[config.mk]
export PLATFORM = sky130hd
export DESIGN_NAME = color_layer_arbiter
export DESIGN_NICKNAME = d
export VERILOG_FILES = /design/src/rtl/color_layer_arbiter.sv
export SDC_FILE = /design/constraint.sdc
export NUM_CORES = 1
export LEC_CHECK = 0
export ABC_AREA = 1
export BUFFER_PORTS_ARGS = -buffer_cell sky130_fd_sc_hd__buf_2
export CAP_MARGIN = 10
export CORE_ASPECT_RATIO = 0.9
export CORE_MARGIN = 5
export CORE_UTILIZATION = 45
export CTS_BUF_LIST = sky130_fd_sc_hd__clkbuf_16
export DETAILED_ROUTE_END_ITERATION = 10
export GPL_TIMING_DRIVEN = 1
export MAX_ROUTING_LAYER = met4
export PLACE_DENSITY_LB_ADDON = 0.12
export RECOVER_POWER = 50
export SLEW_MARGIN = 0
export SYNTH_ARGS = -nofsm -noshare
export SYNTH_HDL_FRONTEND = slang
export SYNTH_SLANG_ARGS = --single-unit
[constraint.sdc]
create_clock -name Clk -period 1 [get_ports Clk]
set_input_delay 0.25 -clock Clk [delete_from_list [all_inputs] [get_ports Clk]]
set_output_delay 0.25 -clock Clk [all_outputs]
set_load 0.03 [all_outputs]
[src/rtl/color_layer_arbiter.sv]
// color_layer_arbiter
//   Chooses one opaque renderer layer per pixel for the shared palette lookup.
//   Layer 0 has the highest priority. A layer is eligible when it covers the pixel,
//   its index is not the transparent index, and it is not hidden by the blink phase.
//   The pipeline has two stages and accepts one pixel per cycle:
//     S1 registers the pixel, its column and its eligible-layer mask.
//     S2 registers the arbitration result.
//   A frame-counting FSM runs the blink schedule. It toggles between SHOW and HIDE
//   every BLINK_FRAMES frame_start pulses.
//   Optional feature, enabled by the macro COLOR_ARB_COLLIDE_EN: per-frame collision
//   reporting between layer 0 and every other layer (collide / collide_mask outputs).
module color_layer_arbiter #(
    parameter int N_LAYERS     = 4,
    parameter int IDX_W        = 4,
    parameter int TRANSP_IDX   = 0,
    parameter int BLINK_FRAMES = 8
) (
    input  logic                      Clk,
    input  logic                      Reset_n,
    input  logic                      frame_start,
    input  logic                      pix_valid_in,
    input  logic [9:0]                DrawX_in,
    input  logic [N_LAYERS-1:0]       layer_req,
    input  logic [N_LAYERS*IDX_W-1:0] layer_idx,
    input  logic [N_LAYERS-1:0]       layer_blink,
    output logic                      pix_valid_out,
    output logic [9:0]                DrawX_out,
    output logic [IDX_W-1:0]          color_out,
    output logic [2:0]                winner,
    output logic                      bg_hit,
    output logic                      blink_phase
`ifdef COLOR_ARB_COLLIDE_EN
    ,
    output logic                      collide,
    output logic [N_LAYERS-1:0]       collide_mask
`endif
);

    localparam logic [IDX_W-1:0] TRANSP = IDX_W'(TRANSP_IDX);
    localparam int               CNT_W  = (BLINK_FRAMES > 1) ? $clog2(BLINK_FRAMES) : 1;
    localparam logic [CNT_W-1:0] CNT_LAST = CNT_W'(BLINK_FRAMES - 1);

    localparam logic [0:0] ST_SHOW = 1'b0;
    localparam logic [0:0] ST_HIDE = 1'b1;

    logic [0:0]       state_q, state_d;
    logic [CNT_W-1:0] cnt_q, cnt_d;
    logic             phase_now;

    logic [N_LAYERS-1:0] elig_d;

    logic                      s1_valid_q;
    logic [9:0]                s1_x_q;
    logic [N_LAYERS-1:0]       s1_elig_q;
    logic [N_LAYERS*IDX_W-1:0] s1_idx_q;

    logic [IDX_W-1:0] col_d;
    logic [2:0]       win_d;
    logic             bg_d;

    logic             out_valid_q;
    logic [9:0]       out_x_q;
    logic [IDX_W-1:0] out_col_q;
    logic [2:0]       out_win_q;
    logic             out_bg_q;

    assign phase_now = (state_q == ST_HIDE);

    // Eligibility is taken with the phase seen when the pixel enters S1, so a pixel
    // presented together with frame_start still uses the old phase.
    generate
        for (genvar gi = 0; gi < N_LAYERS; gi++) begin : g_elig
            assign elig_d[gi] = layer_req[gi]
                              & (layer_idx[gi*IDX_W +: IDX_W] != TRANSP)
                              & ~(layer_blink[gi] & phase_now);
        end
    endgenerate

    // Blink schedule: count frames and flip the phase after BLINK_FRAMES of them.
    always_comb begin
        cnt_d   = cnt_q;
        state_d = state_q;
        if (frame_start) begin
            if (cnt_q == CNT_LAST) begin
                cnt_d   = '0;
                state_d = (state_q == ST_SHOW) ? ST_HIDE : ST_SHOW;
            end else begin
                cnt_d = cnt_q + 1'b1;
            end
        end
    end

    // Blink FSM state and frame counter registers.
    always_ff @(posedge Clk) begin
        if (!Reset_n) begin
            state_q <= ST_SHOW;
            cnt_q   <= '0;
        end else begin
            state_q <= state_d;
            cnt_q   <= cnt_d;
        end
    end

    // S1: capture the pixel and its eligible-layer mask.
    always_ff @(posedge Clk) begin
        if (!Reset_n) begin
            s1_valid_q <= 1'b0;
            s1_x_q     <= '0;
            s1_elig_q  <= '0;
            s1_idx_q   <= '0;
        end else begin
            s1_valid_q <= pix_valid_in;
            s1_x_q     <= DrawX_in;
            s1_elig_q  <= elig_d;
            s1_idx_q   <= layer_idx;
        end
    end

    // Fixed-priority select. Scanning from the top down leaves the lowest eligible
    // layer as the winner.
    always_comb begin
        win_d = 3'd0;
        col_d = TRANSP;
        bg_d  = 1'b1;
        for (int i = N_LAYERS - 1; i >= 0; i--) begin
            if (s1_elig_q[i]) begin
                win_d = 3'(i);
                col_d = s1_idx_q[i*IDX_W +: IDX_W];
                bg_d  = 1'b0;
            end
        end
    end

    // S2: register the result. The previous values are held while no pixel is flowing.
    always_ff @(posedge Clk) begin
        if (!Reset_n) begin
            out_valid_q <= 1'b0;
            out_x_q     <= '0;
            out_col_q   <= '0;
            out_win_q   <= '0;
            out_bg_q    <= 1'b0;
        end else begin
            out_valid_q <= s1_valid_q;
            if (s1_valid_q) begin
                out_x_q   <= s1_x_q;
                out_col_q <= col_d;
                out_win_q <= win_d;
                out_bg_q  <= bg_d;
            end
        end
    end

    assign pix_valid_out = out_valid_q;
    assign DrawX_out     = out_x_q;
    assign color_out     = out_col_q;
    assign winner        = out_win_q;
    assign bg_hit        = out_bg_q;
    assign blink_phase   = phase_now;

`ifdef COLOR_ARB_COLLIDE_EN
    logic [N_LAYERS-1:0] acc_q, acc_d, hits_now;
    logic [N_LAYERS-1:0] mask_q;
    logic                collide_q;

    // Hits are layers overlapping an eligible layer 0. Bit 0 is never set.
    assign hits_now = (pix_valid_in & elig_d[0]) ?
                      (elig_d & {{(N_LAYERS-1){1'b1}}, 1'b0}) : '0;
    assign acc_d    = acc_q | hits_now;

    // Sticky per-frame accumulator. At frame_start it is published and cleared.
    always_ff @(posedge Clk) begin
        if (!Reset_n) begin
            acc_q     <= '0;
            mask_q    <= '0;
            collide_q <= 1'b0;
        end else if (frame_start) begin
            acc_q     <= '0;
            mask_q    <= acc_d;
            collide_q <= |acc_d;
        end else begin
            acc_q <= acc_d;
        end
    end

    assign collide      = collide_q;
    assign collide_mask = mask_q;
`endif

endmodule

======== Yosys cells after proc, flatten, opt, wreduce, memory -nomap -nowiden ========
Index checks and enable logic that the tools add are counted.
cells by class
  add/subtract/negate cells ............... 1
  equal/unequal tests ..................... 1
  mux-type cells .......................... 14
  bitwise gates (word level) .............. 16
  reductions and logical operators ........ 5
operator list
  cell                   number
  $mux W4                4
  $reduce_bool A4 Y1     4
  $and A1 B1 Y1          12
  $mux W3                4
  $mux W1                5
  $not A1 Y1             4
  $add A3 B1 Y3 const B  1
  $eq A3 B3 Y1 const B   1
  $mux W2                1
  $reduce_and A2 Y1      1
word-level totals
  register bits ........................... 54
  output and inout bits ................... 20
  word-level logic and storage cells ...... 48

======== Logic depth before layout (Yosys ltp) ========
Gate-level depths: netlist (run 1).
  word-level depth ........................ 4
  gate-level depth with buffers ........... 6

======== Worst setup path before layout (run 1) ========
No wires, ideal clock.
  kind .................................... flip-flop to flip-flop
  from .................................... register cnt_q[0]
  to ...................................... register state_q (netlist: blink_phase)
  library setup time ...................... 0.119 ns
  arrival ................................. 0.920 ns
  required time ........................... 0.881 ns
  path slack .............................. -0.039 ns
  cell stages (with the launch flop) ...... 6
  path buffers ............................ 0
  cells stage by stage .................... dfxtp_1 ha_1 ha_1 nand2_1 xor2_1 nor2_1
on the way
  longest elaborated chain between the ends .. 2
RTL lines
  element                             RTL line  RTL
  start, declared                     47        logic [CNT_W-1:0] cnt_q, cnt_d;
  start signal, assigned              100       cnt_q <= cnt_d;
  $eq A3 B3 Y1                        84        if (cnt_q == CNT_LAST) begin
  $reduce_and A2 Y1 (no source line)  -
  end signal, assigned                99        state_q <= state_d;
  end, declared                       46        logic [0:0] state_q, state_d;
No other way between the ends.
A chain may end at the register's enable or synchronous reset.

======== Final worst setup path (run 1) ========
  from .................................... register cnt_q[0]
  to ...................................... register cnt_q[0]
on the way
  longest elaborated chain between the ends .. 2
RTL lines
  element                                               RTL line
  $add A3 B1 Y3 / $eq A3 B3 Y1 (equally long branches)  88, 84
  $mux W3 *                                             84
Mark *: on every way between the ends. The rest lies on a longest branch, timed or not.

==> results.yml, run 1 <==
job:
  drv.max_cap_violation_count: 0
final_layout:
  multi_input_combinational_cell_area_um2: 679
  final_cell_count_no_fill: 357
  net_total_in_the_final_layout: 348
  final_cell_mix: "54 x sky130_fd_sc_hd__nand2_1, 38 x sky130_fd_sc_hd__nor2_1, 37 x sky130_fd_sc_hd__buf_2, 32 x sky130_fd_sc_hd__inv_1, 28 x sky130_fd_sc_hd__dfxtp_1"
  fill_cells: 371
  area.sequential_mm2: 0.00109
  design_area_mm2: 0.00263
  commonest_non_fill_non_tap_cell_in_the_layout: "sky130_fd_sc_hd__nand2_1"
  number_of_diodes_added_for_antenna_fixing: 0
  area_delta_synth_final_pct: 36.4
  post_route_cells_drive_above_1_share: 0.379
power:
  share_comb_of_total_power: 0.118
  static-leakage-power_nw: 1.40
  vdd_ir_drop_max_mv: 0.889
  internal-power_mw: 3.40
  clock_power_share: 0.368
  p_sw_frac: 0.242
  power.sequential.fraction: 0.514
  pwr_density_cell_mw_per_mm2: 1710
  power_switching_mw: 1.09
synth:
  synth_top_cell_by_area: "sky130_fd_sc_hd__dfxtp_1"
  synth_fp_nets: 282
  syn_area_mm2: 0.00192
  synth_area_per_cell_um2: 7.95
  yosysWarnings: 0
  portion_of_synthesized_cell_area_occupied_by_the_leading_cell_type: 0.551
  synthDistinctLibCells: 21
  post_synth_inst_count: 242
  synth_area_leaders: "sky130_fd_sc_hd__dfxtp_1 55%, sky130_fd_sc_hd__nand2_1 11%, sky130_fd_sc_hd__nor2_1 7.4%"
  yosys_register_bits: 53
  seq_area_frac_synth: 0.551
timing:
  min_period_ns: 1.01
  fmax_ghz: 0.990
  drv_slew: 0
  worst_slack_ns: -0.0105
  final_hold_viol_count: 0
  setup_viol_count_final: 6
  layout_worst_path_cycle_share: 1.01
  final.setup_skew_ns: 0.00404
  grt_setup_unrepaired: "true"
grt:
  grt_antenna_before_repair: 0
  pin_count_of_the_biggest_net_entering_global_routing: 18
  grt_util_met1: 0.199
  first_global_vias: 1591
  use_met3: 0.0372
  grt.overflow.total: 0
  global_route.usage.total: 0.157
  grtUsageMet2: 0.246
  grt_pass1_wl_mm: 6.91
  busiest_layer: "met2"
drt:
  wirelength_mm: 3.89
  drt-wirelength-per-cell_um: 10.9
  route.vias.total: 1615
  drt-pass1-iter-count: 3
  remaining_drc_errors: 0
  vias_per_cell: 4.52
  initialDrtViolationCount: 65
  antenna_violating_nets_post_route: 0
placement:
  gpl.final_weighted_congestion: 0.826
  place_inst: 347
  place_ws_ns: -0.0595
  placed_area_mm2: 0.00227
  place.port_buffers: 56
  dp_hpwl_mm: 2.82
worst_hold_path:
  hold_path_class: "input port to flip-flop"
die:
  std_cell_rows: 22
  design.die.area_mm2: 0.00569
  die_height_um: 72.0
  floorplan.io_pins: 58
  die-width_um: 78.9
  initial_core_util: 0.469
  core_area_mm2: 0.00410
critical_path:
  worst-endpoint-required_ns: 1.20
  cp.arrival_ns: 1.22
  cp-start-kind: "flip-flop"
  cp-end-kind: "flip-flop"
  path_max_fanout: 2
  timing_worst_setup_path_type: "flip-flop to flip-flop"
clock_tree:
  cts_tree: "done"
  clock_sinks: 53
  h-tree-depth: 2
  clkSlewWorstSetupHoldPaths_ns: 0.07
  cts_buffer_depth: 2
  hold_buffers: 0
  cts_made_buffers: 5
  clk_latency_ns: 0.28
  clock-root-buffer: "sky130_fd_sc_hd__clkbuf_16"
outcome:
  violations: "negative setup slack"
  run_status: "finished, violations left"
[path summary, 6_finish.rpt]
| check | startpoint | endpoint | slack, ns | depth (start not counted) |
|---|---|---|---|---|
| max | cnt_q[0]$_SDFFE_PN0P_ | cnt_q[0]$_SDFFE_PN0P_ | -0.01 | 5 |
| min | DrawX_in[9] | s1_x_q[9]$_SDFF_PN0_ | 0.14 | 3 |
| max reg2reg | cnt_q[0]$_SDFFE_PN0P_ | cnt_q[0]$_SDFFE_PN0P_ | -0.01 | 5 |
| min reg2reg | s1_x_q[7]$_SDFF_PN0_ | DrawX_out[7]$_SDFFE_PN0P_ | 0.46 | 2 |
[stage by stage]
step	hold slack, ns	TNS [ns]	total power [mW]	utilization
2_1_floorplan	0.332	-0.0205	2.62	-
3_3_place_gp	0.431	-0.0565	2.79	0.554
3_5_place_dp	0.436	-0.0905	2.80	0.554
4_1_cts	0.137	-0.106	4.53	0.635
5_1_grt	0.145	-0.484	4.71	0.640
6_report	0.143	-0.0293	4.49	0.640
[Yosys cell counts]
library cell / count
sky130_fd_sc_hd__buf_6: 3
sky130_fd_sc_hd__o21ai_1: 4
sky130_fd_sc_hd__xor2_1: 1
sky130_fd_sc_hd__dfxtp_1: 53
sky130_fd_sc_hd__a211oi_2: 1
sky130_fd_sc_hd__o21ai_0: 9
sky130_fd_sc_hd__nor2_1: 38
sky130_fd_sc_hd__inv_1: 33
sky130_fd_sc_hd__buf_2: 3
sky130_fd_sc_hd__buf_4: 3
sky130_fd_sc_hd__conb_1: 1
sky130_fd_sc_hd__a21oi_1: 7
sky130_fd_sc_hd__a21oi_2: 4
sky130_fd_sc_hd__nand2_1: 55
sky130_fd_sc_hd__inv_2: 5
sky130_fd_sc_hd__inv_4: 1
sky130_fd_sc_hd__nand3_1: 13
sky130_fd_sc_hd__nand2_4: 1
sky130_fd_sc_hd__nor4_1: 4
sky130_fd_sc_hd__nand3b_1: 1
sky130_fd_sc_hd__ha_1: 2
[kinds of logic after synthesis]
kind of cell / after synthesis / synth area share
xor+xnor: 1 / 0.00455
fa+ha+maj: 2 / 0.0130
flops: 53 / 0.551
simple gates: 112 / 0.238
compound gates: 25 / 0.0767
other cells: 1 / 0.00195
buf+inv: 48 / 0.114
[registers in the layout, indices dropped and copies added (netlist names)]
signal	cells
color_out	4
s1_idx_q	16
s1_x_q	10
cnt_q	3
s1_valid_q	1
pix_valid_out	1
DrawX_out	10
bg_hit	1
blink_phase	1
s1_elig_q	4
winner	2
[cell type report]
| cell class | count | share of cell area |
|---|---|---|
| Timing Repair Buffer | 68 | 0.186 |
| Inverter | 39 | 0.0605 |
| Sequential cell | 53 | 0.416 |
| Tap cell | 48 | 0.0229 |
| Clock inverter | 3 | 0.00763 |
| Multi-Input combinational cell | 141 | 0.259 |
| Clock buffer | 5 | 0.0477 |
[repair_timing]
action                                  CTS  global route
hold endpoints to repair                  0             0
setup buffers                             2             0
pin swaps                                 1             2
gates cloned                              0             0
endpoints found under the setup margin   25            26
resized for setup                        63            10
[metal layers]
layer	vias up	share of wire
li1	867	-
met1	703	0.49
met2	40	0.43
met3	5	0.059
met4	0	0.016
met5	-	0
[power by group through the flow]
stage | Combinational [mW] | Sequential [mW] | Clock (mW)
floorplan | 0.226 | 2.40 | 0
global placement | 0.462 | 2.33 | 0
detailed placement | 0.469 | 2.33 | 0
CTS | 0.528 | 2.30 | 1.70
global route | 0.596 | 2.32 | 1.79
finish | 0.530 | 2.31 | 1.65
[critical path, cell delays in order (launching register included)]
cell and delay (ns):
sky130_fd_sc_hd__dfxtp_2 0.34, sky130_fd_sc_hd__ha_4 0.16, sky130_fd_sc_hd__ha_4 0.15, sky130_fd_sc_hd__nand2_4 0.05, sky130_fd_sc_hd__o21ai_2 0.05, sky130_fd_sc_hd__a211oi_2 0.17
(Power assumes the default switching activity.)
==> run 2, diff against run 1 <==
ABC_AREA = not set   (was 1)
==> run 2 against run 1 <==
Against the previous run: the flow still finishes with violations (negative setup slack); via count down 12%; fmax shrank 9.8%; non-clock buffer count is 5 higher; critical path type unchanged; largest cell class unchanged.
==> results.yml, run 2 <==
synth:
  syn_area_mm2: 0.00187
  synth-edff-count: 0
  yosys_register_bits: 53
  synth_area_per_cell_um2: 10.8
  synth_top_cell_by_area: "sky130_fd_sc_hd__dfxtp_1"
  post_synth_inst_count: 173
  yosysWarnings: 0
  synthFlopType: "sky130_fd_sc_hd__dfxtp_1"
  portion_of_synthesized_cell_area_occupied_by_the_leading_cell_type: 0.568
  ys_async_sr_fraction: 0
  seq_area_frac_synth: 0.568
  synthTopCellsByCount: "53 x sky130_fd_sc_hd__dfxtp_1, 29 x sky130_fd_sc_hd__and2_1, 15 x sky130_fd_sc_hd__nor2b_1"
  synthDistinctLibCells: 24
  synth_area_leaders: "sky130_fd_sc_hd__dfxtp_1 57%, sky130_fd_sc_hd__and2_1 9.7%, sky130_fd_sc_hd__mux2i_1 7.5%"
  synth_fp_nets: 213
  synth_most_common_cell: "sky130_fd_sc_hd__dfxtp_1"
final_layout:
  largest_register_ff_count: 16
  design_area_mm2: 0.00266
  area_delta_synth_final_pct: 42.6
  post_route_cells_drive_above_1_share: 0.455
  number_of_diodes_added_for_antenna_fixing: 0
  final_cell_mix: "36 x sky130_fd_sc_hd__buf_2, 27 x sky130_fd_sc_hd__dfxtp_1, 26 x sky130_fd_sc_hd__and2_1, 24 x sky130_fd_sc_hd__dfxtp_2, 20 x sky130_fd_sc_hd__buf_6"
  largest_register: "s1_idx_q"
  net_total_in_the_final_layout: 283
  commonest_non_fill_non_tap_cell_in_the_layout: "sky130_fd_sc_hd__buf_2"
  layout.core_utilization: 0.658
timing:
  drv_slew: 0
  layout_worst_path_cycle_share: 1.12
  fin_tns_setup_ns: -0.471
  fmax_ghz: 0.893
  setup_viol_count_final: 10
  min_period_ns: 1.12
  final.setup_skew_ns: 0.00519
  final_hold_viol_count: 0
  grt_setup_unrepaired: "true"
  timing.hold.ws_ns: 0.134
  worst_slack_ns: -0.120
placement:
  dp_hpwl_mm: 2.94
  placed_area_mm2: 0.00228
  gpl.final_weighted_congestion: 0.744
  place_ws_ns: -0.100
  place.port_buffers: 56
die:
  core_area_mm2: 0.00405
  die_height_um: 71.1
  floorplan.io_pins: 58
  design.die.area_mm2: 0.00554
  std_cell_rows: 22
  die-width_um: 77.9
  initial_core_util: 0.462
critical_path:
  cp-end-kind: "flip-flop"
  path_max_fanout: 6
  timing_worst_setup_path_type: "flip-flop to flip-flop"
  cp-start-kind: "flip-flop"
  cp.arrival_ns: 1.30
  r2r_slack_ns: -0.12
  worst-endpoint-required_ns: 1.18
clock_tree:
  clock_sinks: 53
  cts_made_buffers: 5
  cts_buffer_depth: 2
  clk_latency_ns: 0.29
  clkSlewWorstSetupHoldPaths_ns: 0.07
  h-tree-depth: 2
  clock-root-buffer: "sky130_fd_sc_hd__clkbuf_16"
  cts_tree: "done"
grt:
  grt_antenna_before_repair: 0
  busiest_layer: "met2"
  use_met3: 0.0560
  pin_count_of_the_biggest_net_entering_global_routing: 19
  first_global_vias: 1495
  grt_util_met1: 0.173
  grt.overflow.total: 0
  global_route.usage.total: 0.158
  grt_pass1_wl_mm: 6.74
  grtUsageMet2: 0.263
drt:
  route.vias.total: 1424
  remaining_drc_errors: 0
  drt-pass1-iter-count: 4
  antenna_violating_nets_post_route: 0
  wirelength_mm: 4.00
  initialDrtViolationCount: 98
  vias_per_cell: 4.88
  drt-wirelength-per-cell_um: 13.7
worst_hold_path:
  hold_path_class: "input port to flip-flop"
job:
  drv.max_cap_violation_count: 0
power:
  pwr_density_cell_mw_per_mm2: 1750
  vdd_ir_drop_max_mv: 1.24
  static-leakage-power_nw: 1.13
outcome:
  run_status: "finished, violations left"
  violations: "negative setup slack"
run 2: cell count changes after synthesis, sizes merged, moves of 6 or more:
cell / delta
and2: +29
nand2: -51
mux2i: +14
o21ai: -8
nand2b: +6
nor2b: +16
inv: -35
a21oi: -11
nor2: -36
nand3: -9
run 2: area by class of cell:
| cell class | count | area (µm²) |
|---|---|---|
| inverters | 4 | 15.0 |
| multi-input cells | 106 | 787 |
| repair buffers | 73 | 532 |
| clock buffers | 5 | 125 |
| flip-flops and latches | 53 | 1100 |
| clock inverters | 3 | 46.3 |
| fillers | 320 | 1380 |
| well taps | 48 | 60.1 |
run 2: path summary, 6_finish.rpt:
check / startpoint / cells past startpoint / endpoint
max: s1_elig_q[2]$_SDFF_PN0_ / 3 / color_out[2]$_SDFFE_PN0P_
min: layer_blink[2] / 2 / s1_elig_q[2]$_SDFF_PN0_
max reg2reg: s1_elig_q[2]$_SDFF_PN0_ / 3 / color_out[2]$_SDFFE_PN0P_
min reg2reg: s1_x_q[0]$_SDFF_PN0_ / 2 / DrawX_out[0]$_SDFFE_PN0P_
run 2: metal layers:
metal	routed length, µm	share of wire	up-vias
met4	80	0.020	0
li1	-	-	719
met2	2070	0.52	36
met1	1630	0.41	660
met3	222	0.055	9
met5	0	0	-
run 2: timing repair:
item / CTS / global route
gates cloned: 0 / 0
pin swaps: 2 / 0
hold buffers: 0 / 0
hold endpoints to repair: 0 / 0
resized for setup: 60 / 12
endpoints found under the setup margin: 37 / 34
buffers inserted: 3 / 3
run 2: power by group:
part / total (mW) / internal (mW) / switching [mW]
Sequential: 2.28 / 2.22 / 0.0624
Clock: 1.92 / 1.18 / 0.739
Combinational: 0.452 / 0.247 / 0.205
Total: 4.65 / 3.65 / 1.01
run 2: logic make-up after synthesis:
logic type	after synthesis	synth area share
multiplexers	14	0.0750
flip-flops	53	0.568
XOR/XNOR	1	0.00469
AO/OA/AOI/OAI	20	0.0844
buffers and inverters	14	0.0348
AND/OR/NAND/NOR	68	0.218
adder cells (fa/ha/maj)	2	0.0134
other	1	0.00201
run 2: stage by stage:
step | std cells | total power [mW]
finish | 292 | 4.65
CTS | 289 | 4.67
global route | 292 | 4.85
detailed placement | 278 | 2.72
floorplan | 173 | 2.55
global placement | 278 | 2.70
run 2: critical path, stage by stage (launching register included):
cell	delay, ns
sky130_fd_sc_hd__dfxtp_4	0.39
sky130_fd_sc_hd__nor2b_4	0.06
sky130_fd_sc_hd__a221o_1	0.29
sky130_fd_sc_hd__a32o_1	0.26
